**src/rtl/square_energy_acc.sv**
```systemverilog
// Multi-channel windowed energy accumulator: |x|^2 via iterative shift-add, summed per channel.
// Optional macro SQUARE_ENERGY_MEAN_EN reports the window mean square instead of the raw sum.
module square_energy_acc #(
    parameter int unsigned DATA_WIDTH = 16,
    parameter int unsigned CH_NUM     = 4,
    parameter int unsigned WIN_LEN    = 64,
    localparam int unsigned CH_W      = (CH_NUM > 1) ? $clog2(CH_NUM) : 1,
    localparam int unsigned ACC_WIDTH = 2 * DATA_WIDTH + $clog2(WIN_LEN)
) (
    input  logic                  clk,
    input  logic                  rst,
    input  logic                  in_valid,
    output logic                  in_ready,
    input  logic [CH_W-1:0]       in_ch,
    input  logic [DATA_WIDTH-1:0] in_data,
    input  logic [ACC_WIDTH-1:0]  thresh,
    output logic                  out_valid,
    input  logic                  out_ready,
    output logic [CH_W-1:0]       out_ch,
    output logic [ACC_WIDTH-1:0]  out_energy,
    output logic                  out_over,
    output logic                  busy
);

    localparam int unsigned PROD_W = 2 * DATA_WIDTH;
    localparam int unsigned CNT_W  = $clog2(WIN_LEN);
    localparam int unsigned BIT_W  = (DATA_WIDTH > 1) ? $clog2(DATA_WIDTH) : 1;

    typedef enum logic [1:0] {
        IDLE,
        MUL,
        ACC,
        OUT
    } state_t;

    state_t state_q, state_d;

    logic [CH_W-1:0]       ch_q, ch_d;
    logic [DATA_WIDTH-1:0] mag_q, mag_d;
    logic [PROD_W-1:0]     prod_q, prod_d;
    logic [BIT_W-1:0]      bit_q, bit_d;
    logic [ACC_WIDTH-1:0]  acc_q [CH_NUM];
    logic [ACC_WIDTH-1:0]  acc_d [CH_NUM];
    logic [CNT_W-1:0]      cnt_q [CH_NUM];
    logic [CNT_W-1:0]      cnt_d [CH_NUM];

    logic [CH_W-1:0]       out_ch_d;
    logic [ACC_WIDTH-1:0]  out_energy_d;
    logic                  out_over_d;
    logic                  out_valid_d;
    logic                  in_ready_d;
    logic                  busy_d;

    logic [DATA_WIDTH-1:0] in_mag;
    logic                  in_ch_ok;
    logic [ACC_WIDTH-1:0]  sum_w;
    logic [ACC_WIDTH-1:0]  energy_w;

    // Two's complement magnitude; the most negative value maps to 2^(DATA_WIDTH-1) unsigned
    assign in_mag   = in_data[DATA_WIDTH-1] ? (~in_data + DATA_WIDTH'(1)) : in_data;
    assign in_ch_ok = 32'(in_ch) < CH_NUM;

    // Next-state and datapath update
    always_comb begin
        state_d      = state_q;
        ch_d         = ch_q;
        mag_d        = mag_q;
        prod_d       = prod_q;
        bit_d        = bit_q;
        acc_d        = acc_q;
        cnt_d        = cnt_q;
        out_ch_d     = out_ch;
        out_energy_d = out_energy;
        out_over_d   = out_over;
        sum_w        = acc_q[ch_q] + ACC_WIDTH'(prod_q);
`ifdef SQUARE_ENERGY_MEAN_EN
        energy_w     = sum_w >> CNT_W;
`else
        energy_w     = sum_w;
`endif

        case (state_q)
            IDLE: begin
                // Out-of-range channels are consumed without touching any state
                if (in_valid && in_ready && in_ch_ok) begin
                    ch_d    = in_ch;
                    mag_d   = in_mag;
                    prod_d  = '0;
                    bit_d   = '0;
                    state_d = MUL;
                end
            end
            MUL: begin
                if (mag_q[bit_q]) begin
                    prod_d = prod_q + (PROD_W'(mag_q) << bit_q);
                end
                bit_d = bit_q + BIT_W'(1);
                if (bit_q == BIT_W'(DATA_WIDTH - 1)) begin
                    state_d = ACC;
                end
            end
            ACC: begin
                acc_d[ch_q] = sum_w;
                cnt_d[ch_q] = cnt_q[ch_q] + CNT_W'(1);
                if (cnt_q[ch_q] == CNT_W'(WIN_LEN - 1)) begin
                    out_energy_d = energy_w;
                    out_ch_d     = ch_q;
                    out_over_d   = energy_w > thresh;
                    acc_d[ch_q]  = '0;
                    cnt_d[ch_q]  = '0;
                    state_d      = OUT;
                end else begin
                    state_d = IDLE;
                end
            end
            OUT: begin
                if (out_ready) begin
                    state_d = IDLE;
                end
            end
            default: state_d = IDLE;
        endcase

        in_ready_d  = (state_d == IDLE);
        busy_d      = (state_d != IDLE);
        out_valid_d = (state_d == OUT);
    end

    // State and output registers
    always_ff @(posedge clk or posedge rst) begin
        if (rst) begin
            state_q    <= IDLE;
            ch_q       <= '0;
            mag_q      <= '0;
            prod_q     <= '0;
            bit_q      <= '0;
            for (int i = 0; i < int'(CH_NUM); i++) begin
                acc_q[i] <= '0;
                cnt_q[i] <= '0;
            end
            in_ready   <= 1'b1;
            busy       <= 1'b0;
            out_valid  <= 1'b0;
            out_ch     <= '0;
            out_energy <= '0;
            out_over   <= 1'b0;
        end else begin
            state_q    <= state_d;
            ch_q       <= ch_d;
            mag_q      <= mag_d;
            prod_q     <= prod_d;
            bit_q      <= bit_d;
            acc_q      <= acc_d;
            cnt_q      <= cnt_d;
            in_ready   <= in_ready_d;
            busy       <= busy_d;
            out_valid  <= out_valid_d;
            out_ch     <= out_ch_d;
            out_energy <= out_energy_d;
            out_over   <= out_over_d;
        end
    end

endmodule
```
**config.mk**
```make
export PLATFORM = sky130hd
export DESIGN_NAME = square_energy_acc
export DESIGN_NICKNAME = d
export VERILOG_FILES = /design/src/rtl/square_energy_acc.sv
export SDC_FILE = /design/constraint.sdc
export NUM_CORES = 1
export LEC_CHECK = 0
export ABC_AREA = 1
export CORE_UTILIZATION = 24
export CTS_CLUSTER_SIZE = 8
export DETAILED_ROUTE_END_ITERATION = 8
export MAX_ROUTING_LAYER = met4
export PLACE_DENSITY_LB_ADDON = 0.12
export SLEW_MARGIN = 20
export SYNTH_ARGS = -nofsm -noshare
export SYNTH_HDL_FRONTEND = slang
export SYNTH_SLANG_ARGS = --single-unit
export TNS_END_PERCENT = 50
```
**constraint.sdc**
```tcl
create_clock -name clk -period 7.6 [get_ports clk]
set_input_delay 0.76 -clock clk [delete_from_list [all_inputs] [get_ports clk]]
set_output_delay 0.76 -clock clk [all_outputs]
set_load 0.01 [all_outputs]
```
Yosys cells after proc, flatten, opt, wreduce, memory -nomap -nowiden

Index checks and enable logic that the tools add are counted.

Memories kept: 0
Output and inout bits: 44
Bits in read-only memories: 0
Word-level logic and storage cells: 80
RAM bits: 0
Register bits: 276
Bits in latches: 0

Magnitude comparators: 4
Reduce and logical (&&, ||, !) cells: 10
Multipliers: 0
Equality and inequality tests: 8
Add/subtract/negate cells: 5
Shifts and indexed selects: 1
Muxes and demuxes: 27
Divide/modulo/power cells: 0
Bitwise logic cells: 6

Operators with widths:

| kind                  | count |
|---|---|
| $and 152x152->152     | 1 |
| $bwmux 152            | 1 |
| $mux 152              | 1 |
| $not 152->152         | 1 |
| $mux 38               | 3 |
| $bmux 38 s2           | 1 |
| $demux 38 s2          | 1 |
| $mux 32               | 2 |
| $pmux 32 s2           | 1 |
| $add 38x32->38        | 1 |
| $gt 38x38->1          | 1 |
| $add 32x32->32        | 1 |
| $shl 16x4->32         | 1 |
| $and 24x24->24        | 1 |
| $bwmux 24             | 1 |
| $mux 24               | 1 |
| $not 24->24           | 1 |
| $mux 6                | 3 |
| $add 16x1->16 const B | 1 |
| $mux 16               | 1 |
| $not 16->16           | 1 |
| $bmux 6 s2            | 1 |
| $demux 6 s2           | 1 |
| $mux 2                | 4 |
| other kinds (21)      | 29 |

Logic depth before layout (Yosys ltp)

Gate-level depths: netlist of the first run.

Depth in word-level cells: 8
Mapped depth: 30
Mapped depth without buffers: 27

Worst setup path before layout of the first run

No wires, ideal clock.

Kind: register to register
Start: register ch_q[0]
End: register out_over
Arrival time: 3.866 ns
Setup slack: 3.669 ns
Cell stages (with the launch flop): 26
Buffers on the path: 4
Setup time: 0.065 ns
Period minus slack after synthesis: 3.931 ns
Cell sequence: dfrtp_1 buf_6 nand2_4 clkbuf_1 clkbuf_1 o221ai_1 ha_1 fa_1 nand3_1 nand3_1 nand4_1 nand3_1 or2_2 clkbuf_1 and2_1 ha_1 nand2_1 inv_1 nand3_1 nor2_1 inv_1 nor2_1 nand3_1 nand3_1 nand2_1 nand2_1

Cells in the longest elaborated chain, start to end: 6
Elaborated cells on any way between the ends: 11
Those cells by class: 1 x add/sub; 1 x order compare; 1 x eq/ne; 6 x mux; 1 x bitwise; 1 x reduce/logical

RTL lines:

| what                                        | RTL line | text |
|---|---|---|
| start: declaration                          | 38       | `logic [CH_W-1:0] ch_q, ch_d;` |
| start signal: assignment                    | 149      | `ch_q <= ch_d;` |
| $not 2->3 (implied by the code)             | 75       | `sum_w = acc_q[ch_q] + ACC_WIDTH'(prod_q);` |
| $bmux 38 s2                                 | 75       |  |
| $mux 38 (implied by the code) (2 in series) | 75       |  |
| $add 38x32->38                              | 75       |  |
| net energy_w[20]                            | 57       | `logic [ACC_WIDTH-1:0] energy_w;` |
| $gt 38x38->1                                | 108      | `out_over_d = energy_w > thresh;` |
| end signal: assignment                      | 160      | `out_over <= out_over_d;` |
| end: declaration                            | 21       | `output logic out_over,` |

The timed path passes the listed nets, and every way through them passes these cells. The select of a mux whose other input is x is not followed.
A chain may end at the register's enable or synchronous reset.

Final worst setup path of the first run

Ends and elaborated chain as after synthesis.

==> impl_metrics.toml, run 1 <==
[global_route]
grt_max_degree = 154
first_global_vias = 17500
grt_pass1_wl_um = 108000
grt_usage_pct = 19.0
overflow = 0
grt_antenna_before_repair = 0

[clock_network]
clock_latency_ps = 590
clk_pin_slew_ps = 50
numCtsBuffers = 42
cts_buffer_depth = 3
cts.sinks = 276
htree_levels = 2
root_buffer = "clkbuf_16"
cts_hold_buf = 0
cts_resized = 0
cts_tree = "built"
post_cts_buffers = 0

[yosys]
synth-seq-cells = 276
synthCells = 2571
netlist_area_mm2 = 0.0181
syn-num-nets = 2737
ys_seq_area_share_pct = 38.1
synth_area_leaders = "dfrtp_1 38%, nand2_1 18%, ha_1 7.2%"
synth_warnings = 0
synth.avg_cell_area_um2 = 7.04
synth_top_area_cell = "dfrtp_1"
yosysUniqueCellTypes = 45
yosysTopAreaCellShare_pct = 38.0

[detailed_routing]
wirelength_um = 70900
dr.pass1.iters = 7
wl_per_cell_um = 19.5
num_vias = 17400
avgViaCountPerCell = 4.77
drc = 0
detail-route-antenna-nets = 0
drtIter0Drc = 1102

[die]
die_w_um = 277
std_cell_rows = 100
die-area_mm2 = 0.0766
io_pins = 104
initial_core_util_pct = 24.3
die_y_um = 277
core_area_mm2 = 0.0746

[placed_design]
gp_congestion = 0.914
port_buffers = 103
place_hpwl_um = 52500

[sta]
slew_violations = 0
period_share_pct = 77.9
rsz0062_at_grt = "no"
fin_skew_ps = 22.1
finalHoldViolations = 0
slew_headroom_pct = 24.7
tightest_slew_ps = 1130
fmax_mhz = 169
setup-tns-final_ps = 0
period_needed_ps = 5920
setup-violations-final = 0

[worst_hold_path]
hold_path.class = "reg -> reg"
hold_start = "out_energy[36]"

[pwr]
clock_power_share_pct = 25.1
ir_drop_mv = 0.162
p_sw_share_pct = 46.6
fin_total_pwr_w = 0.00727
power_frac_comb_pct = 47.4
p_leak_nw = 10.8
seqPwrFrac_pct = 27.5
power.switching_w = 0.00338
internal_power_w = 0.00388
powerDensity_mw_per_mm2 = 340

[worst_setup_path]
critPathMostFrequentCell = "nor2_1"
endpoint_kind = "flip-flop"
r2r_start = "ch_q[0]"
worst-path-buf-inv = 2
cp-startpoint = "ch_q[0]"
arrival_ps = 6390
start_kind = "flip-flop"
critPathMaxStageDelay_ps = 880
crit_family = "simple AND/OR/NAND/NOR gates"
cp.required_ps = 8070
critPathMaxFanout = 30
cpMaxStageDelayCell = "nor2_4"
critPathKind = "reg -> reg"
path_cells = "inv_2 > nor2_4 > buf_4 > a22oi_1 > nand3_1 > ha_1 > a21oi_1 > o21ai_0 > a21oi_1 > nor2_1 > nor2_1 > nand3_1 > and2_1 > ha_1 > nand2_1 > nor3_1 > nand3_1 > nor2_1 > nor2_1 > nand2_1 > nand2_1"

[status]
status = "complete, no violations"

[finish]
seq_area_mm2 = 0.00691
syn_to_final_growth_pct = 18.1
diodes = 0
finalNetCount = 2824
fill_cells = 8178
drive_gt1_share_pct = 4.19
multi_input_area_mm2 = 0.00968
fin_util_pct = 28.7

[flow_run]
cap_violations = 0
## per-layer routing
layer / share of wire [%] / vias to the layer above / GRT usage, %
li1: - / 8546 / -
met4: 2.1 / 0 / 4.33
met2: 47 / 355 / 30.7
met1: 48 / 8406 / 25.2
met3: 3.7 / 86 / 2.38
met5: 0 / - / -
## registers in the layout (all words and copies together), names as in the netlist, 2 cells and up, named ones only
name and count:
ch_q 2, cnt_q 4, out_ch 2, state_q 2, bit_q 4, out_energy 38
mag_q 16, acc_q 152, prod_q 32
## layout by cell type (no fill, tap or decap), drive strengths merged, types with 7 or more instances in the layout
| cell type | netlist | layout |
|---|---|---|
| or2 | 7 | 7 |
| inv | 295 | 296 |
| a21oi | 97 | 97 |
| buf | 37 | 25 |
| clkbuf | 48 | 57 |
| o22ai | 41 | 41 |
| a22oi | 37 | 37 |
| ha | 104 | 104 |
| xnor2 | 19 | 19 |
| o21ai | 196 | 196 |
| xor2 | 23 | 23 |
| nand4 | 20 | 20 |
| o21bai | 8 | 8 |
| o221ai | 27 | 27 |
| nand3 | 202 | 202 |
| clkdlybuf4s50 | 0 | 103 |
| nand3b | 8 | 8 |
| nor3 | 19 | 19 |
| dfrtp | 275 | 275 |
| nand2 | 865 | 865 |
| nor2 | 197 | 197 |
| and2 | 21 | 21 |
## worst paths after layout
path / end / slack [ps] / cells past startpoint
max: out_over / 1680 / 21
min: out_energy[36] / 470 / 2
max reg2reg: out_over / 1680 / 21
min reg2reg: out_energy[36] / 470 / 2
max in group asynchronous: out_energy[31] / 5730 / 3
min in group asynchronous: out_energy[10] / 550 / 2
## worst register-to-register path: stages (launching register included)
cell and delay (ps):
dfrtp_1 650, inv_2 210, nor2_4 880, buf_4 390
a22oi_1 120, nand3_1 100, ha_1 300, a21oi_1 250
o21ai_0 220, a21oi_1 420, nor2_1 120, nor2_1 220
nand3_1 270, and2_1 250, ha_1 260, nand2_1 80
nor3_1 590, nand3_1 160, nor2_1 120, nor2_1 50
nand2_1 90, nand2_1 50
## cell usage after synthesis (all sizes together)
cell type,number
and2,21
o21bai,8
nor3,19
inv,295
xnor2,19
ha,104
or2,7
fa,2
nor2,197
clkbuf,48
nand3,202
nor4,1
o21a,2
nand4,20
nand3b,8
nand2,865
nor3b,1
a31oi,3
dfstp,1
a22oi,37
o22ai,41
clkinv,3
mux2i,2
o211ai,4
o21ai,196
dfrtp,275
a21o,5
a21oi,97
xor2,23
buf,37
o221ai,27
a21boi,1
## power groups by stage
stage | clock network [W] | registers, W | logic [W]
5_1_grt | 0.00193 | 0.00204 | 0.00388
6_report | 0.00182 | 0.00200 | 0.00344
4_1_cts | 0.00188 | 0.00200 | 0.00348
3_5_place_dp | 0 | 0.00203 | 0.00346
2_1_floorplan | 0 | 0.00189 | 0.00239
3_3_place_gp | 0 | 0.00203 | 0.00346
## final cells by class
class / count / share of cell area, %
Clock buffer: 57 / 5.42
Clock inverter: 5 / 0.322
Inverter: 298 / 5.25
Multi-Input combinational cell: 1912 / 45.3
Sequential cell: 276 / 32.3
Tap cell: 969 / 5.67
Timing Repair Buffer: 128 / 5.76
## cells by family (layout without fill, tap and decap cells)
group	Yosys count	count (layout)	synth area share (%)
xor gates and xnor gates	42	42	2.03
buffers and inverters	383	488	8.46
AOI/OAI and AO/OA	421	421	13.3
DFF	276	276	38.1
adders and majority gates	106	106	7.41
and+or+nand+nor	1341	1341	30.5
muxes	2	2	0.111
## through the flow
step | cells | hold slack, ps | area [um^2] | setup slack [ps]
6_report | 3645 | 475 | 21400 | 1680
5_1_grt | 3645 | 495 | 21400 | 1420
4_1_cts | 3645 | 480 | 21400 | 1750
3_5_place_dp | 3583 | 461 | 20200 | 1780
3_3_place_gp | 3583 | 458 | 20200 | 1840
2_1_floorplan | 2571 | 444 | 18100 | 3190
Power figures use the tool's default switching activity.
==> run 2: changes to the inputs <==
- clock period: 7.6 -> 6.15 ns (I/O delays scaled with it)
==> run 2 against run 1 <==
Design area increased by 0.84%. Wire length increased by 1.1%. Critical path depth increased by 2. Largest cell class unchanged. Total power increased by 26%. Maximum frequency increased by 6.9%. Sequential share of layout area decreased by 0.27 points. Final cell count increased by 0.52%.
==> impl_metrics.toml, run 2 (synthesis results as in run 1) <==
[die]
die-area_mm2 = 0.0766
initial_core_util_pct = 24.3
die_y_um = 277
die_w_um = 277
std_cell_rows = 100
core_area_mm2 = 0.0746
io_pins = 104

[finish]
final_common_cell = "nand2_1"
layout.cells.non_filler = 3664
fin_area_mm2 = 0.0216
fin_util_pct = 28.9
largest_reg_flops = 152
drive_gt1_share_pct = 4.75
mostFrequentLayoutCells = "861 x nand2_1, 285 x inv_1, 275 x dfrtp_1"
finalNetCount = 2839
top_regs = "acc_q x152, out_energy x38, prod_q x32"
syn_to_final_growth_pct = 19.1
top_register = "acc_q"
diodes = 0

[pwr]
powerDensity_mw_per_mm2 = 425
ir_drop_mv = 0.166
p_leak_nw = 10.9

[clock_network]
htree_levels = 2
clock_latency_ps = 570
cts_hold_buf = 0
cts_resized = 0
cts.sinks = 276
post_cts_buffers = 0
cts_tree = "built"
root_buffer = "clkbuf_16"
cts_buffer_depth = 3
numCtsBuffers = 43
clk_pin_slew_ps = 50

[sta]
finalHoldViolations = 0
period_needed_ps = 5540
worst_hold_slack_ps = 478
slew_violations = 0
fin_skew_ps = 20.7
setup-tns-final_ps = 0
period_share_pct = 90.1
fmax_mhz = 181
tightest_slew_ps = 1200
rsz0062_at_grt = "no"
slew_headroom_pct = 20.0
setup-violations-final = 0

[worst_setup_path]
path_depth = 23
cp.required_ps = 6610
arrival_ps = 5990
path_cells = "inv_2 > nor2_2 > buf_4 > a22oi_1 > o221ai_1 > ha_1 > a21oi_1 > o21ai_0 > a21oi_1 > nand3_1 > nand2_1 > nand3_1 > and2_1 > ha_1 > nand2_1 > nor2_1 > nand4_1 > nor2_1 > nand3_1 > nor2_1 > nor2_1 > nand2_1 > nand2_1"
start_kind = "flip-flop"
critPathKind = "reg -> reg"
endpoint_kind = "flip-flop"
reg2reg_depth = 23
crit_family = "simple AND/OR/NAND/NOR gates"
cpMaxStageDelayCell = "dfrtp_1"
worst-path-buf-inv = 2
critPathMaxStageDelay_ps = 650
critPathMaxFanout = 16

[global_route]
grt_antenna_before_repair = 0
grt_pass1_wl_um = 110000
first_global_vias = 17800
overflow = 0
grt_max_degree = 153
grt_usage_pct = 19.3

[detailed_routing]
wirelength_um = 71700
wl_met1_um = 33300
wl_per_cell_um = 19.6
detail-route-antenna-nets = 0
drc = 0
avgViaCountPerCell = 4.73
drtIter0Drc = 1056
routed-wl-met3_um = 3090
num_vias = 17300
dr.pass1.iters = 8
top_layer_used = "met4"
met2_length_um = 33300

[status]
status = "complete, no violations"

[placed_design]
place_hpwl_um = 53800
gp_congestion = 0.881
placed_cells = 3597
place_area_mm2 = 0.0203
port_buffers = 103

[worst_hold_path]
hold-path-cell-count = 2
hold_path.class = "reg -> reg"

[flow_run]
cap_violations = 0
run 2: cell types whose count changed in the layout (fill, tap and decap cells not counted), sizes merged:
cell	change
buf	+14
inv	-1
clkbuf	+5
clkinv	+1
run 2: worst register-to-register path: cells and delay by family (launching register included):
| kind | cells | cell delay, ps |
|---|---|---|
| buf+inv | 2 | 610 |
| flops | 1 | 650 |
| simple gates | 14 | 2570 |
| fa+ha+maj | 2 | 600 |
| compound gates | 5 | 1000 |
run 2: per-stage QoR:
step	total power [W]	setup slack, ps
after floorplan	0.00529	1880
after global placement	0.00692	519
after CTS	0.00929	450
final	0.00916	612
after global routing	0.00990	287
after detailed placement	0.00692	479
run 2: final timing paths:
| kind | start | end | slack, ps |
|---|---|---|---|
| worst min register to register | out_energy[31] | out_energy[31] | 480 |
| worst min-delay path | out_energy[31] | out_energy[31] | 480 |
| worst max-delay path | ch_q[0] | out_over | 610 |
| max in group asynchronous | rst | out_energy[28] | 4700 |
| worst max register to register | ch_q[0] | out_over | 610 |
| min in group asynchronous | rst | out_energy[9] | 550 |
run 2: where the power goes:
group | switching (W) | total [W] | internal, W
Clock | 0.000904 | 0.00230 | 0.00140
Sequential | 0.000338 | 0.00248 | 0.00215
Combinational | 0.00300 | 0.00437 | 0.00138
Total | 0.00424 | 0.00916 | 0.00492
run 2: cell type report:
class,count,area [um^2]
clock buffers,62,1220
inverters,298,1120
flip-flops and latches,276,6910
fillers,8226,53000
repair buffers,142,1360
clock inverters,5,65.1
well taps,969,1210
multi-input cells,1912,9670
run 2: layer usage:
layer,vias to the layer above,global-route usage (%)
met5,-,-
met4,0,5.53
met3,103,2.86
met2,365,31.2
met1,8273,24.9
li1,8593,-
==> run 3: changes to the inputs <==
- CTS_CLUSTER_DIAMETER: not set -> 150
==> run 3 against run 2 <==
Core utilization shrank 0.21 points. Clock skew grew 4.7 ps. Register-to-register slack lost 110 ps. Largest power group unchanged.
==> impl_metrics.toml, run 3 (synthesis results as in run 1) <==
[status]
status = "complete, no violations"

[clock_network]
post_cts_buffers = 0
cts_tree = "built"
cts.sinks = 276
clock_latency_ps = 570
cts_buffer_depth = 3
numCtsBuffers = 40
cts_hold_buf = 0
root_buffer = "clkbuf_16"
htree_levels = 2
cts_resized = 0
clk_pin_slew_ps = 50

[finish]
final_common_cell = "nand2_1"
fin_area_mm2 = 0.0214
fill_cells = 8218
top_regs = "acc_q x152, out_energy x38, prod_q x32"
top_register = "acc_q"
syn_to_final_growth_pct = 18.2
mostFrequentLayoutCells = "861 x nand2_1, 285 x inv_1, 275 x dfrtp_1"
largest_reg_flops = 152
drive_gt1_share_pct = 4.40
diodes = 0
finalNetCount = 2836

[sta]
rsz0062_at_grt = "no"
tightest_slew_ps = 1200
setup-violations-final = 0
slew_headroom_pct = 19.9
setup-tns-final_ps = 0
finalHoldViolations = 0
period_share_pct = 91.9
fmax_mhz = 177
period_needed_ps = 5650
fin_skew_ps = 25.4
slew_violations = 0

[detailed_routing]
num_vias = 17300
drc = 0
drtIter0Drc = 1004
wl_per_cell_um = 19.7
wirelength_um = 72000
detail-route-antenna-nets = 0
dr.pass1.iters = 5
avgViaCountPerCell = 4.74

[die]
io_pins = 104
die-area_mm2 = 0.0766
core_area_mm2 = 0.0746
initial_core_util_pct = 24.3
die_w_um = 277
die_y_um = 277
std_cell_rows = 100

[worst_setup_path]
start_kind = "flip-flop"
critPathMaxFanout = 16
endpoint_kind = "flip-flop"
crit_family = "simple AND/OR/NAND/NOR gates"
cpMaxStageDelayCell = "dfrtp_1"
worst-path-buf-inv = 2
arrival_ps = 6090
critPathKind = "reg -> reg"
path_cells = "inv_2 > nor2_2 > buf_4 > a22oi_1 > o221ai_1 > ha_1 > a21oi_1 > o21ai_0 > a21oi_1 > nand3_1 > nand2_1 > nand3_1 > and2_1 > ha_1 > nand2_1 > nor2_1 > nand4_1 > nor2_1 > nand3_1 > nor2_1 > nor2_1 > nand2_1 > nand2_1"
critPathMaxStageDelay_ps = 650
cp.required_ps = 6590

[pwr]
powerDensity_mw_per_mm2 = 421
ir_drop_mv = 0.200
p_leak_nw = 10.8

[global_route]
overflow = 0
grt_usage_pct = 19.4
first_global_vias = 17700
grt_antenna_before_repair = 0
grt_max_degree = 153
grt_pass1_wl_um = 110000

[placed_design]
gp_congestion = 0.881
place_area_mm2 = 0.0203
port_buffers = 103
place_hpwl_um = 53800

[worst_hold_path]
hold_path.class = "reg -> reg"

[flow_run]
cap_violations = 0
## run 3: changes by cell type in the layout (fill, tap and decap cells not counted)
cell / delta
clkbuf_16: -2
inv_6: -1
clkinv_2: -2
clkbuf_1: -5
clkbuf_8: -5
## run 3: worst paths after layout
path                           startpoint              to  slack, ps  cells past startpoint
max                               ch_q[0]        out_over        500                     23
min                        out_energy[31]  out_energy[31]        480                      2
max reg2reg                       ch_q[0]        out_over        500                     23
min reg2reg                out_energy[31]  out_energy[31]        480                      2
max in group asynchronous             rst       acc_q[58]       4680                      3
min in group asynchronous             rst   out_energy[8]        590                      3
## run 3: area by class of cell
| type | instances | area (um^2) | area share (%) |
|---|---|---|---|
| Timing Repair Buffer | 142 | 1360 | 6.36 |
| Multi-Input combinational cell | 1912 | 9670 | 45.2 |
| Clock buffer | 50 | 1080 | 5.05 |
| Sequential cell | 276 | 6910 | 32.3 |
| Tap cell | 969 | 1210 | 5.66 |
| Inverter | 298 | 1120 | 5.25 |
| Clock inverter | 2 | 46.3 | 0.216 |
## run 3: stage by stage
stage          setup WS, ps  hold slack (ps)  cells  util [%]  total power, W
2_1_floorplan          1880              444   2571         -         0.00529
3_3_place_gp            519              458   3597      27.2         0.00692
3_5_place_dp            479              461   3597      27.2         0.00692
4_1_cts                 446              479   3649      28.7         0.00913
5_1_grt                 297              488   3649      28.7         0.00972
6_report                498              478   3649      28.7         0.00900
## run 3: worst reg2reg max path, stage by stage (launching register included)
cell and delay, ps:
dfrtp_1 650, inv_2 190, nor2_2 570, buf_4 420
a22oi_1 120, o221ai_1 120, ha_1 330, a21oi_1 310
o21ai_0 310, a21oi_1 220, nand3_1 300, nand2_1 220
nand3_1 200, and2_1 230, ha_1 260, nand2_1 90
nor2_1 160, nand4_1 270, nor2_1 170, nand3_1 80
nor2_1 100, nor2_1 50, nand2_1 110, nand2_1 50
## run 3: per-layer routing
layer | global-route usage (%) | wire [um]
met5 | - | 0
met4 | 5.44 | 1820
met3 | 3.10 | 3150
met2 | 31.4 | 33500
met1 | 24.8 | 33500
## run 3: power breakdown
group	internal, W	switching [W]	total [W]
clock	0.00126	0.000881	0.00214
combinational	0.00138	0.00300	0.00438
sequential	0.00215	0.000338	0.00248
total	0.00478	0.00422	0.00900
